==> src/rtl/mult_pkg.sv <==
// Shared widths, iteration count and FSM state encoding for the 4-bit
// radix-2 Booth multiplier.
package mult_pkg;

    localparam int OP_W   = 4;
    localparam int PROD_W = 8;
    localparam int ITER   = 4;
    localparam int CNT_W  = 2;

    typedef enum logic [1:0] {
        IDLE = 2'd0,
        CALC = 2'd1,
        DONE = 2'd2
    } state_t;

endpackage

==> src/rtl/four_bit_adder_subtractor.sv <==
// Four-bit two's-complement adder/subtractor.
// M=0 computes A+B, M=1 computes A-B (B inverted, carry-in set).
// C is the carry out of the MSB, V the signed overflow of the 4-bit result.
module four_bit_adder_subtractor
    import mult_pkg::*;
(
    input  logic [OP_W-1:0] A,
    input  logic [OP_W-1:0] B,
    input  logic            M,
    output logic [OP_W-1:0] S,
    output logic            C,
    output logic            V
);

    logic [OP_W-1:0] b_eff;
    logic [OP_W:0]   sum;

    // Conditional inversion of B plus carry-in gives add or subtract.
    always_comb begin
        b_eff = B ^ {OP_W{M}};
        sum   = {1'b0, A} + {1'b0, b_eff} + {{OP_W{1'b0}}, M};
        S     = sum[OP_W-1:0];
        C     = sum[OP_W];
        V     = (A[OP_W-1] == b_eff[OP_W-1]) && (sum[OP_W-1] != A[OP_W-1]);
    end

endmodule

==> src/rtl/booth_multiplier_4bit.sv <==
// Sequential 4x4 signed radix-2 Booth multiplier.
// One Booth step per clock in CALC; the product register holds its value
// from the done pulse until the next accepted start.
// Optional build macro MULT_FLAGS_EN adds registered zero/neg flag outputs.
//
//   state | meaning
//   IDLE  | waiting for start, operands latched on acceptance
//   CALC  | four Booth add/sub + arithmetic-shift iterations
//   DONE  | product valid, done high for this single cycle
module booth_multiplier_4bit
    import mult_pkg::*;
(
    input  logic              clk,
    input  logic              rst_n,
    input  logic              start,
    input  logic [OP_W-1:0]   multiplicand,
    input  logic [OP_W-1:0]   multiplier,
    output logic              busy,
    output logic              done,
    output logic [PROD_W-1:0] product
`ifdef MULT_FLAGS_EN
    ,
    output logic              zero,
    output logic              neg
`endif
);

    state_t            state;
    state_t            state_next;

    logic [OP_W-1:0]   m_reg;
    logic [OP_W-1:0]   a_reg;
    logic [OP_W-1:0]   q_reg;
    logic              q_m1;
    logic [CNT_W-1:0]  cnt;

    logic              accept;
    logic              last_step;
    logic              do_arith;
    logic              op_sub;
    logic [OP_W-1:0]   as_sum;
    logic              as_ovf;
    logic              unused_carry;
    logic [OP_W-1:0]   a_pre;
    logic              sign_in;
    logic [OP_W-1:0]   a_shift;
    logic [OP_W-1:0]   q_shift;

    four_bit_adder_subtractor u_addsub (
        .A (a_reg),
        .B (m_reg),
        .M (op_sub),
        .S (as_sum),
        .C (unused_carry),
        .V (as_ovf)
    );

    // Booth recoding of {Q0,q_m1} and the arithmetic right shift of {A,Q,q_m1}.
    always_comb begin
        accept    = (state == IDLE) && start;
        last_step = (state == CALC) && (cnt == CNT_W'(ITER - 1));
        op_sub    = (q_reg[0] == 1'b1) && (q_m1 == 1'b0);
        do_arith  = q_reg[0] ^ q_m1;
        a_pre     = do_arith ? as_sum : a_reg;
        // The true sign of the 5-bit add/sub result is S[3]^V; using it keeps
        // the -8 multiplicand case exact.
        sign_in   = do_arith ? (as_sum[OP_W-1] ^ as_ovf) : a_reg[OP_W-1];
        a_shift   = {sign_in, a_pre[OP_W-1:1]};
        q_shift   = {a_pre[0], q_reg[OP_W-1:1]};
    end

    // State register.
    always_ff @(posedge clk or negedge rst_n) begin
        if (!rst_n) state <= IDLE;
        else        state <= state_next;
    end

    // Next-state logic.
    always_comb begin
        state_next = state;
        case (state)
            IDLE:    if (start) state_next = CALC;
            CALC:    if (last_step) state_next = DONE;
            DONE:    state_next = IDLE;
            default: state_next = IDLE;
        endcase
    end

    // Moore outputs decoded from the registered state.
    always_comb begin
        busy = (state == CALC) || (state == DONE);
        done = (state == DONE);
    end

    // Operand load on acceptance, one Booth step per CALC cycle.
    always_ff @(posedge clk or negedge rst_n) begin
        if (!rst_n) begin
            m_reg <= '0;
            a_reg <= '0;
            q_reg <= '0;
            q_m1  <= 1'b0;
            cnt   <= '0;
        end else if (accept) begin
            m_reg <= multiplicand;
            a_reg <= '0;
            q_reg <= multiplier;
            q_m1  <= 1'b0;
            cnt   <= '0;
        end else if (state == CALC) begin
            a_reg <= a_shift;
            q_reg <= q_shift;
            q_m1  <= q_reg[0];
            cnt   <= cnt + 1'b1;
        end
    end

    // Product captured from the post-shift value of the final iteration.
    always_ff @(posedge clk or negedge rst_n) begin
        if (!rst_n)         product <= '0;
        else if (last_step) product <= {a_shift, q_shift};
    end

`ifdef MULT_FLAGS_EN
    // Flags registered alongside the product.
    always_ff @(posedge clk or negedge rst_n) begin
        if (!rst_n) begin
            zero <= 1'b0;
            neg  <= 1'b0;
        end else if (last_step) begin
            zero <= ({a_shift, q_shift} == '0);
            neg  <= a_shift[OP_W-1];
        end
    end
`endif

endmodule

==> config.mk <==
export PLATFORM = sky130hd
export DESIGN_NAME = booth_multiplier_4bit
export DESIGN_NICKNAME = d
export VERILOG_FILES = /design/src/rtl/mult_pkg.sv /design/src/rtl/four_bit_adder_subtractor.sv /design/src/rtl/booth_multiplier_4bit.sv
export SDC_FILE = /design/constraint.sdc
export NUM_CORES = 1
export LEC_CHECK = 0
export BUFFER_PORTS_ARGS = -buffer_cell sky130_fd_sc_hd__buf_2
export CAP_MARGIN = 20
export CORE_MARGIN = 8
export CORE_UTILIZATION = 49
export CTS_CLUSTER_DIAMETER = 40
export DETAILED_ROUTE_END_ITERATION = 8
export HOLD_SLACK_MARGIN = 0.1
export PLACE_DENSITY = 0.7
export SYNTH_ARGS = -nofsm -noshare
export SYNTH_HDL_FRONTEND = slang
export SYNTH_SLANG_ARGS = --single-unit
==> constraint.sdc <==
create_clock -name clk -period 2.2 [get_ports clk]
set_input_delay 0.22 -clock clk [delete_from_list [all_inputs] [get_ports clk]]
set_output_delay 0.22 -clock clk [all_outputs]
set_load 0.03 [all_outputs]
==> metrics.md, run 1 <==
| Metric | Value |
|---|---|
| Status | finished clean |
| Main area contributors after synthesis | dfrtp_1, ha_1, nand2_1 |
| Yosys warns | 0 |
| Syn_area_per_cell | 9.75 um2 |
| Syn Nets | 151 |
| Combinational share of power | 61.8% |
| GRT Total Usage | 12.6% |
| Max reg flops | 8 |
| Routed wire length | 2.60 mm |
| Worst Reg2Reg Path Length in Cells | 8 |
| Crit-path max FO | 4 |
| Clock Tree Buf Depth | 2 |
| Post-Syn Instances | 131 |
| Min-delay src | multiplier[3] |
| Psw | 1230 uW |
| Clk Tree Root Cell | clkbuf_4 |
| Number of I/O pins | 21 |
| Pin slew with the least headroom to its limit | 0.621 ns |
| First-pass GRT wire length | 4.50 mm |
| Input/output buffers | 20 |
| Final period util | 98.2% |
| Crit Path Category | reg2reg |
| VDD IR max | 0.985 mV |
| Post-synthesis sequential area ratio | 49.0% |
| Max-slew violations | 0 |
| CP Data Required Time | 2.43 ns |
| Worst Skew | 0.00605 ns |
| Clock sink count | 25 |
| Yosys top cell by area | dfrtp_1 |
| Routed Antenna Nets | 0 |
| Worst setup EP type | flop |
| Starting density of the core | 51.6% |
| Top cells by count, synth | dfrtp_1, nand2_1, o21ai_0 |
| Post-synth EDFFs | 0 |
| Slowest cell on crit path | dfrtp_1 |
| Synth Area in Adders | 9.40% |
| Final hold violations | 0 |
| Unique cell type count in the Yosys netlist | 24 |
| Rel. slew slack | 58.6% |
| Largest family of logic cells by synthesized area | simple AND/OR/NAND/NOR gates |
| Seq cells post-synth | 25 |
| Fillcell total | 208 |
| Worst Path Arrival | 2.39 ns |
| RR Startpoint | q_reg[0]$_DFFE_PN0P_ |
| Synth Area in XOR/XNOR | 4.80% |
| P_int | 1450 uW |
| CTS Buf Count | 3 |
| DR vias | 996 |
| Synth Area in Compound Gates | 12.4% |
| Die X | 67.1 um |
| Tmin final | 2.16 ns |
| Worst Hold Class | in2reg |
| Post-Syn Area | 0.00128 mm2 |
| Setup violations, final | 0 |
| Top_reg_cell synth | dfrtp_1 |
| Non-filler cells, final | 188 |
| Mux contribution to synthesized area | 7.35% |
| TritonRoute pass-1 iters | 4 |
| Hold EP | q_reg[3]$_DFFE_PN0P_ |
| WL per Instance | 13.8 um |
| CTS tree | built |
| DR DRC count | 0 |
| Cell breakdown of the critical path | ha_4 > xor2_1 > ha_1 > a21oi_2 > o21ai_2 > xnor2_2 > or3_4 > a31oi_1 |
| Initial antenna violation count | 0 |
| Final Hold Slack | 0.111 ns |
| RR Endpoint | a_reg[2]$_DFFE_PN0P_ |
| Area of the multi-input gates | 631 um2 |
| Clock transition at path regs | 0.12 ns |
| Cell area power density | 1750 mW/mm2 |
| Async S/R FF share, synth | 100% |
| Total die area | 0.00450 mm2 |
| R2R Setup Slk | 0.04 ns |
| Share of cells above drive strength 1 | 22.8% |
| Overflow after GRT | 0 |
| Seq pwr share | 30.8% |
| NumNets Final | 179 |
| # rows | 18 |
| Antenna cells | 0 |
| Max Cap Violations | 0 |
| Core Area | 0.00248 mm2 |
| Max Clock Freq | 0.463 GHz |
| CP max stage delay | 0.44 ns |
| Post-DP HPWL | 1.84 mm |
| Largest Register | product |
| DRT iter0 DRCs | 51 |
| Top cell type's share of synthesized area | 49.0% |
| Register area | 626 um2 |
| Switching part of the total | 45.9% |
| Clock latency at the later pin of the worst-skew pair | 0.31 ns |
| Share of total power in the clock network | 7.4% |
| Startpoint Class | flop |
| Final Wtd Congestion | 0.833 |
| Simple-gate portion of the synthesized area | 13.1% |
| Largest net degree at the start of global routing | 26 |
| Via density | 5.30 |
| Leakage power | 0.000756 uW |
| H-tree levels | 1 |
| Synthesis-to-finish area growth | 19.5% |
| Dpl cells | 176 |
| WHS Path Cells | 3 |
| Height of the die | 67.1 um |
| Vias in the first global route | 989 |
## cells by family (layout without fill, tap and decap cells)
| kind of cell | Yosys count | after routing |
|---|---|---|
| simple gates | 40 | 40 |
| compound gates | 28 | 28 |
| flops | 25 | 25 |
| buf+inv | 13 | 40 |
| fa+ha+maj | 9 | 9 |
| mux | 9 | 9 |
| xor+xnor | 7 | 7 |
## repair_timing
item | CTS | global route
endpoints found under the hold margin | 29 | 0
buffers inserted | 0 | 3
endpoints found under the setup margin | 2 | 2
pin swaps | 0 | 8
gates resized for setup | 1 | 5
hold buffers | 5 | 0
## metal layers
| layer | share of wire [%] | vias to the layer above | global-route usage (%) | routed length (um) |
|---|---|---|---|---|
| li1 | - | 493 | - | - |
| met1 | 43 | 462 | 15.1 | 1130 |
| met3 | 6.1 | 9 | 2.68 | 159 |
| met2 | 48 | 32 | 20.8 | 1260 |
| met4 | 2.1 | 0 | 6.27 | 55 |
| met5 | 0 | - | 0 | 0 |
## power groups by stage
stage | sequential (uW) | clock, uW | combinational, uW
final | 825 | 198 | 1660
after global routing | 855 | 225 | 1840
after CTS | 819 | 211 | 1460
after floorplan | 932 | 0 | 1010
after global placement | 825 | 0 | 1370
after detailed placement | 831 | 0 | 1430
## final cells by class
class,count,area share (%)
well taps,30,2.46
clock buffers,4,1.72
repair buffers,29,11.8
multi-input cells,93,41.3
inverters,7,1.72
flip-flops and latches,25,41.0
## worst max-delay path: cells and delay by family, from the launching register on
kind | cells | cell delay (ns)
fa+ha+maj | 2 | 0.54
flops | 1 | 0.44
compound gates | 3 | 0.39
simple gates | 1 | 0.39
xor+xnor | 2 | 0.33
## worst max-delay path by stage
stage                                    start                      to  slack (ns)  cells past startpoint
after floorplan           q_reg[0]$_DFFE_PN0P_    a_reg[2]$_DFFE_PN0P_        0.15                      8
after global placement    q_reg[0]$_DFFE_PN0P_  product[6]$_DFFE_PN0P_        0.09                      8
after detailed placement  q_reg[0]$_DFFE_PN0P_    a_reg[2]$_DFFE_PN0P_       -0.03                      8
after CTS                     q_m1$_DFFE_PN0P_    a_reg[2]$_DFFE_PN0P_        0.02                      9
after global routing      q_reg[0]$_DFFE_PN0P_    a_reg[2]$_DFFE_PN0P_       -0.02                      8
final                     q_reg[0]$_DFFE_PN0P_    a_reg[2]$_DFFE_PN0P_        0.04                      8
## placed cells by master, fill, tap and decap left out, drive strengths merged
| cell | synthesis | layout |
|---|---|---|
| o21a | 1 | 1 |
| clkbuf | 5 | 4 |
| o21ai | 15 | 15 |
| dfrtp | 25 | 25 |
| a21oi | 6 | 6 |
| xnor2 | 3 | 3 |
| a21o | 1 | 1 |
| mux2 | 3 | 3 |
| fa | 1 | 1 |
| a31oi | 2 | 2 |
| inv | 7 | 7 |
| a211oi | 3 | 3 |
| or3 | 1 | 1 |
| mux2i | 6 | 6 |
| nand3 | 1 | 1 |
| nand2 | 25 | 25 |
| nor3b | 1 | 1 |
| buf | 1 | 24 |
| nor2 | 8 | 8 |
| ha | 8 | 8 |
| nor2b | 2 | 2 |
| xor2 | 4 | 4 |
| and2 | 2 | 2 |
| dlygate4sd3 | 0 | 5 |
## through the flow
| stage | TNS (ns) | power, uW | worst slack, ns | area (um2) | util [%] |
|---|---|---|---|---|---|
| after floorplan | 0 | 1940 | 0.154 | 1280 | - |
| after global placement | 0 | 2190 | 0.0898 | 1400 | 56.5 |
| after detailed placement | -0.0303 | 2260 | -0.0256 | 1400 | 56.5 |
| after CTS | 0 | 2490 | 0.0239 | 1480 | 59.6 |
| after global routing | -0.0227 | 2920 | -0.0166 | 1530 | 61.6 |
| final | 0 | 2680 | 0.0388 | 1530 | 61.6 |
Note: power is estimated with default switching activity, not from simulation.
==> run 2: changes to the inputs <==
Settings changed: ABC_AREA set to 1, HOLD_SLACK_MARGIN 0.1 to 0.02.
==> run 2 against run 1 <==
Against the previous run: register-to-register slack gained 0.22 ns; global-route usage increased by 0.36 points; worst setup slack gained 0.22 ns; final cell count grew 6.4%; via count is 5.2% higher; utilization decreased by 3.3 points; largest power group unchanged.
==> metrics.md, run 2 <==
| Metric | Value |
|---|---|
| Status | finished clean |
| Yosys warns | 0 (unchanged) |
| Seq cells post-synth | 25 (unchanged) |
| H-tree levels | 1 (unchanged) |
| Top cells by count, synth | nand2_1, dfrtp_1, inv_1 |
| Cell family with the largest share of critical-path delay | adder cells |
| WL per Instance | 13.5 um (-2.6%) |
| Area of the multi-input gates | 561 um2 (-11%) |
| Clock Tree Buf Depth | 2 (unchanged) |
| VDD IR max | 1.04 mV (+5.7%) |
| Final hold violations | 0 (unchanged) |
| Max Clock Freq | 0.514 GHz (+11%) |
| Final Wtd Congestion | 0.817 (-2.0%) |
| Crit-path max FO | 5 (+1) |
| Metal3 WL | 183 um (+15%) |
| DR DRC count | 0 (unchanged) |
| Final instance area | 0.00144 mm2 (-5.4%) |
| Total die area | 0.00449 mm2 (-0.22%) |
| TritonRoute pass-1 iters | 4 (unchanged) |
| CTS tree | built |
| GRT Total Usage | 13.0% (+0.36 points) |
| Crit Path Category | reg2reg |
| Pin slew with the least headroom to its limit | 0.545 ns (-0.0763 ns) |
| Rel. slew slack | 63.7% (+5.1 points) |
| Via density | 5.24 (-1.1%) |
| Non-filler cells, final | 200 (+6.4%) |
| P_int | 1220 uW (-16%) |
| Clock sink count | 25 (unchanged) |
| Most common cell after layout, fill and taps aside | nand2_1 |
| Height of the die | 67.0 um (-0.11%) |
| CP Data Required Time | 2.43 ns (about the same) |
| Psw | 1200 uW (-2.0%) |
| WHS Path Cells | 3 (unchanged) |
| Max-slew violations | 0 (unchanged) |
| Antenna cells | 0 (unchanged) |
| Main area contributors after synthesis | dfrtp_1, nand2_1, ha_1 |
| Worst Reg2Reg Path Length in Cells | 13 (+5) |
| Uppermost layer routed | met4 |
| Cell breakdown of the critical path | ha_1 > xnor2_2 > inv_1 > ha_1 > nand2_1 > inv_1 > nand3_1 > nand2_1 > nand2_1 > nand3_2 > nand2_1 > nand2_1 > nand2_1 |
| Max reg flops | 8 (unchanged) |
| Metal2 WL | 1.30 mm (+2.7%) |
| Dpl cells | 195 (+11%) |
| RSZ-0062 raised after global routing | false |
| Share of cells above drive strength 1 | 21.8% (-1.0 points) |
| Max Cap Violations | 0 (unchanged) |
| Post-Syn Instances | 147 (+12%) |
| DR vias | 1048 (+5.2%) |
| WP buf/inv | 2 (+2) |
| Syn Nets | 167 (+11%) |
| Setup bufs post-CTS | 0 (unchanged) |
| Top cell type's share of synthesized area | 49.1% (+0.14 points) |
| Largest Register | product |
| Starting density of the core | 51.4% (-0.15 points) |
| Number of I/O pins | 21 (unchanged) |
| Clock transition at path regs | 0.14 ns (+0.02 ns) |
| Largest net degree at the start of global routing | 26 (unchanged) |
| Core Area | 0.00248 mm2 (unchanged) |
| Fillcell total | 234 (+13%) |
| First-pass GRT wire length | 4.56 mm (+1.4%) |
| Area post-placement | 0.00140 mm2 (unchanged) |
| Overflow after GRT | 0 (unchanged) |
| Clock latency at the later pin of the worst-skew pair | 0.32 ns (about the same) |
| Post-Syn Area | 0.00127 mm2 (-0.29%) |
| Leakage power | 0.000794 uW (+5.0%) |
| Vias in the first global route | 1069 (+8.1%) |
| Worst Path Arrival | 2.17 ns (-0.22 ns) |
| Unique cell type count in the Yosys netlist | 22 (-8.3%) |
| Most common cell in the netlist | nand2_1 |
| Switching part of the total | 49.6% (+3.7 points) |
| Seq pwr share | 32.5% (+1.7 points) |
| Setup violations, final | 0 (unchanged) |
| Input/output buffers | 20 (unchanged) |
| Clk Tree Root Cell | clkbuf_4 |
| Die X | 67.0 um (-0.11%) |
| Commonest non-fill, non-tap cells in the layout | nand2_1, dfrtp_1, buf_2 |
| Cell area power density | 1680 mW/mm2 (-4.2%) |
| Worst Hold Class | in2reg |
| NumNets Final | 191 (+6.7%) |
| Synthesis-to-finish area growth | 13.4% |
| Worst Skew | 0.00648 ns (+0.000430 ns) |
| Startpoint Class | flop |
| Syn_area_per_cell | 8.66 um2 (-11%) |
| Final period util | 88.4% (-9.8 points) |
| CP max stage delay | 0.44 ns (about the same) |
| WL met1 | 1.15 mm (+2.2%) |
| Slowest cell on crit path | dfrtp_1 |
| CTS Buf Count | 3 (unchanged) |
| Post-synth EDFFs | 0 (unchanged) |
| Tmin final | 1.95 ns (-0.216 ns) |
| Worst setup EP type | flop |
| Post-DP HPWL | 2.09 mm (+14%) |
| Yosys top cell by area | dfrtp_1 |
| Share of total power in the clock network | 8.7% (+1.3 points) |
| Initial antenna violation count | 0 (unchanged) |
| Setup Total Neg Slack | 0 ns (unchanged) |
| Register area | 626 um2 (unchanged) |
| Post-synthesis sequential area ratio | 49.1% (+0.14 points) |
| Async S/R FF share, synth | 100% (unchanged) |
| Routed Antenna Nets | 0 (unchanged) |
| Top_reg_cell synth | dfrtp_1 |
| CP Depth | 13 (+5) |
| DRT iter0 DRCs | 44 (-14%) |
| # rows | 18 (unchanged) |
| Top cell by count, worst path | nand2_1 |
| Combinational share of power | 58.8% (-3.0 points) |
| Routed wire length | 2.70 mm (+3.6%) |
run 2: cell count changes in the layout (fill, tap and decap cells not counted), sizes merged, moves of 4 or more:
cell | before | now
a21oi | 6 | 2
buf | 24 | 20
dlygate4sd3 | 5 | 1
inv | 7 | 22
mux2i | 6 | 0
nand2 | 25 | 55
nand3 | 1 | 5
nor2 | 8 | 2
run 2: cells by family after synthesis:
kind of cell	synth area share, %
xor+xnor	2.75
buf+inv	7.47
flops	49.1
compound gates	10.7
fa+ha+maj	9.43
simple gates	20.5
run 2: layer usage:
layer | GRT usage (%) | vias up
met5 | 0 | -
li1 | - | 513
met2 | 21.9 | 36
met4 | 6.53 | 0
met1 | 15.0 | 491
met3 | 3.02 | 8
run 2: path summary, 6_finish.rpt:
check                                          to  slack [ns]                 start
max in group asynchronous    m_reg[3]$_DFFE_PN0P_        1.45                 rst_n
setup / recovery           product[6]$_DFFE_PN0P_        0.25  q_reg[0]$_DFFE_PN0P_
hold / removal               m_reg[2]$_DFFE_PN0P_        0.08       multiplicand[2]
setup reg to reg           product[6]$_DFFE_PN0P_        0.25  q_reg[0]$_DFFE_PN0P_
hold reg to reg                cnt[0]$_DFFE_PN0P_        0.50    cnt[0]$_DFFE_PN0P_
min in group asynchronous  product[0]$_DFFE_PN0P_        0.39                 rst_n
run 2: power groups by stage:
stage	registers (uW)	logic [uW]	clock network, uW
global placement	785	1340	0
CTS	785	1430	217
floorplan	904	972	0
detailed placement	794	1420	0
finish	789	1430	210
global route	811	1610	238
run 2: final cells by class:
type,count,share of cell area [%]
clock inverters,1,0.347
multi-input cells,98,38.8
inverters,22,5.72
well taps,30,2.60
flip-flops and latches,25,43.3
repair buffers,21,7.63
clock buffers,3,1.56
run 2: per-stage QoR:
step	total power, uW	setup WS [ns]	hold slack, ns	util, %
3_3_place_gp	2120	0.329	0.230	56.5
3_5_place_dp	2210	0.217	0.235	56.5
2_1_floorplan	1880	0.449	-0.0756	-
4_1_cts	2430	0.190	0.0748	58.0
6_report	2430	0.255	0.0770	58.3
5_1_grt	2660	0.0497	0.0723	58.3
run 2: what timing repair did:
| item | in CTS | in global routing |
|---|---|---|
| gates resized for setup | 0 | 1 |
| setup endpoints to repair | 0 | 4 |
| hold buffers | 1 | 0 |
| hold endpoints to repair | 25 | 0 |
run 2: tightest hold or removal path, stage by stage:
cell and delay (ns):
buf_2 0.07, nand2_1 0.04, nand2_1 0.04
==> run 3: changes to the inputs <==
==> constraint.sdc (replaced) <==
create_clock -name clk -period 2.2 [get_ports clk]
set_input_delay 0.11 -clock clk [delete_from_list [all_inputs] [get_ports clk]]
set_output_delay 0.11 -clock clk [all_outputs]
set_load 0.03 [all_outputs]
==> run 3 against run 2 <==
Against the previous run: first-iteration DRC count shrank 41%; clock power is essentially flat; sequential power is essentially flat; non-clock buffer count grew 8; final cell count grew 4.0%; global-route usage grew 0.28 points; utilization grew 3.2 points; maximum frequency shrank 0.20%; critical path type unchanged; critical endpoint unchanged; largest power group unchanged.
==> metrics.md, run 3 (synthesis gave the netlist of run 2 again) <==
| Metric | Value |
|---|---|
| Status | finished clean |
| Setup Total Neg Slack | 0 ns (unchanged) |
| Psw | 1200 uW (-0.15%) |
| Post-DP HPWL | 2.09 mm (unchanged) |
| RR Startpoint | q_reg[0]$_DFFE_PN0P_ |
| Total die area | 0.00449 mm2 (unchanged) |
| Die X | 67.0 um (unchanged) |
| WL per Instance | 13.1 um (-2.9%) |
| Input/output buffers | 20 (unchanged) |
| CP max stage delay | 0.44 ns (about the same) |
| DR vias | 1077 (+2.8%) |
| Pin slew with the least headroom to its limit | 0.537 ns (-0.00817 ns) |
| Fillcell total | 222 (-5.1%) |
| Cell breakdown of the critical path | ha_1 > xnor2_2 > inv_1 > ha_1 > nand2_1 > inv_1 > nand3_1 > nand2_1 > nand2_1 > nand3_2 > nand2_1 > nand2_1 > nand2_1 |
| Grt met1 use | 15.6% (+0.60 points) |
| Setup bufs post-CTS | 0 (unchanged) |
| Fin util | 61.5% (+3.2 points) |
| DR DRC count | 0 (unchanged) |
| Height of the die | 67.0 um (unchanged) |
| Final period util | 88.6% (+0.18 points) |
| Leakage power | 0.000827 uW (+4.2%) |
| Gr busiest metal | met2 |
| Rel. slew slack | 64.2% (+0.54 points) |
| CTS Buf Count | 3 (unchanged) |
| CTS tree | built |
| Tmin final | 1.95 ns (+0.00388 ns) |
| P_int | 1230 uW (+0.77%) |
| NumNets Final | 199 (+4.2%) |
| First-pass GRT wire length | 4.66 mm (+2.1%) |
| Worst setup EP type | flop |
| # rows | 18 (unchanged) |
| Clock latency at the later pin of the worst-skew pair | 0.32 ns (about the same) |
| RSZ-0062 raised after global routing | false |
| Vias in the first global route | 1074 (+0.47%) |
| DRT iter0 DRCs | 26 (-41%) |
| Routed wire length | 2.73 mm (+1.0%) |
| Startpoint Class | flop |
| Clock Tree Buf Depth | 2 (unchanged) |
| Final Wtd Congestion | 0.817 (unchanged) |
| Most common cell after layout, fill and taps aside | nand2_1 |
| CP Data Required Time | 2.43 ns (about the same) |
| Routed Antenna Nets | 0 (unchanged) |
| Share of total power in the clock network | 8.6% (about the same) |
| Cell area power density | 1600 mW/mm2 (-5.0%) |
| Combinational share of power | 59.0% (+0.2 points) |
| Max Cap Violations | 0 (unchanged) |
| Worst Skew | 0.00604 ns (-0.000441 ns) |
| Commonest non-fill, non-tap cells in the layout | nand2_1, dfrtp_1, buf_2 |
| Setup violations, final | 0 (unchanged) |
| CP Launch Point | q_reg[0]$_DFFE_PN0P_ |
| Largest net degree at the start of global routing | 26 (unchanged) |
| Crit Path Category | reg2reg |
| Slowest cell on crit path | dfrtp_1 |
| Largest Register | product |
| Max reg flops | 8 (unchanged) |
| Final setup margin | 0.251 ns (-0.00388 ns) |
| Min-delay src | start |
| Antenna cells | 0 (unchanged) |
| Core Area | 0.00248 mm2 (unchanged) |
| Worst Hold Class | in2reg |
| Final Hold Slack | 0.139 ns (+0.0623 ns) |
| GRT Total Usage | 13.2% (+0.28 points) |
| Initial antenna violation count | 0 (unchanged) |
| Worst Path Arrival | 2.18 ns (about the same) |
| Via density | 5.18 (-1.2%) |
| H-tree levels | 1 (unchanged) |
| Synthesis-to-finish area growth | 19.6% |
| Max-slew violations | 0 (unchanged) |
| TritonRoute pass-1 iters | 4 (unchanged) |
| Clk Tree Root Cell | clkbuf_4 |
| GR Util met2 | 22.0% (+0.12 points) |
| Clock transition at path regs | 0.14 ns (about the same) |
| Switching part of the total | 49.4% (-0.23 points) |
| Number of I/O pins | 21 (unchanged) |
| Seq pwr share | 32.4% (about the same) |
| Starting density of the core | 51.4% (unchanged) |
| Max Clock Freq | 0.513 GHz (-0.20%) |
| VDD IR max | 1.04 mV (-0.12%) |
| Top cell by count, worst path | nand2_1 |
| Final hold violations | 0 (unchanged) |
| Clock sink count | 25 (unchanged) |
| Met3 Use GR | 3.19% (+0.17 points) |
| Pre-CTS setup slack | 0.217 ns (unchanged) |
| Share of cells above drive strength 1 | 20.8% (-0.98 points) |
| Crit-path max FO | 5 (unchanged) |
| Overflow after GRT | 0 (unchanged) |
[run 3: cell count changes in the layout (fill, tap and decap cells not counted)]
| cell | change |
|---|---|
| dlygate4sd3_1 | +8 |
[run 3: power groups by stage]
stage               registers [uW]  logic, uW  clock network [uW]
finish                         790       1440                 209
global route                   812       1620                 239
CTS                            785       1430                 217
detailed placement             794       1420                   0
global placement               785       1340                   0
floorplan                      904        972                   0
[run 3: critical path: cells and delay by family, from the launching register on]
family	cells	cell delay [ns]
simple gates	8	0.52
flops	1	0.44
buf+inv	2	0.12
xor+xnor	1	0.21
fa+ha+maj	2	0.58
[run 3: worst paths after layout]
kind	to	slack (ns)	depth (start not counted)
worst min register to register	cnt[0]$_DFFE_PN0P_	0.50	1
worst min-delay path	state[0]$_DFFE_PN0P_	0.14	4
max in group asynchronous	a_reg[2]$_DFFE_PN0P_	1.56	2
worst max register to register	product[6]$_DFFE_PN0P_	0.25	13
min in group asynchronous	product[0]$_DFFE_PN0P_	0.27	2
worst max-delay path	product[6]$_DFFE_PN0P_	0.25	13
[run 3: final cells by class]
cell class	instances	area (um2)	area share, %
inverter	22	82.6	5.42
clock inverter	1	5.00	0.328
tap	30	37.5	2.46
timing repair buffer	29	190	12.5
multi-input combinational	98	561	36.8
clock buffer	3	22.5	1.48
sequential	25	626	41.1
[run 3: through the flow]
step	std cells	area, um2	total power (uW)
after CTS	207	1510	2440
final	208	1520	2430
after detailed placement	195	1400	2210
after global routing	208	1520	2670
after floorplan	147	1270	1880
after global placement	195	1400	2120
[run 3: per-layer routing]
layer  vias to the layer above  share of wire [%]
li1                        527                  -
met1                       502                 42
met2                        38                 48
met3                        10                7.2
met4                         0                2.7
met5                         -                  0
[run 3: what timing repair did]
item | in CTS | in global routing
hold buffers | 8 | 1
setup endpoints to repair | 0 | 4
endpoints found under the hold margin | 32 | 1
gates resized for setup | 0 | 1
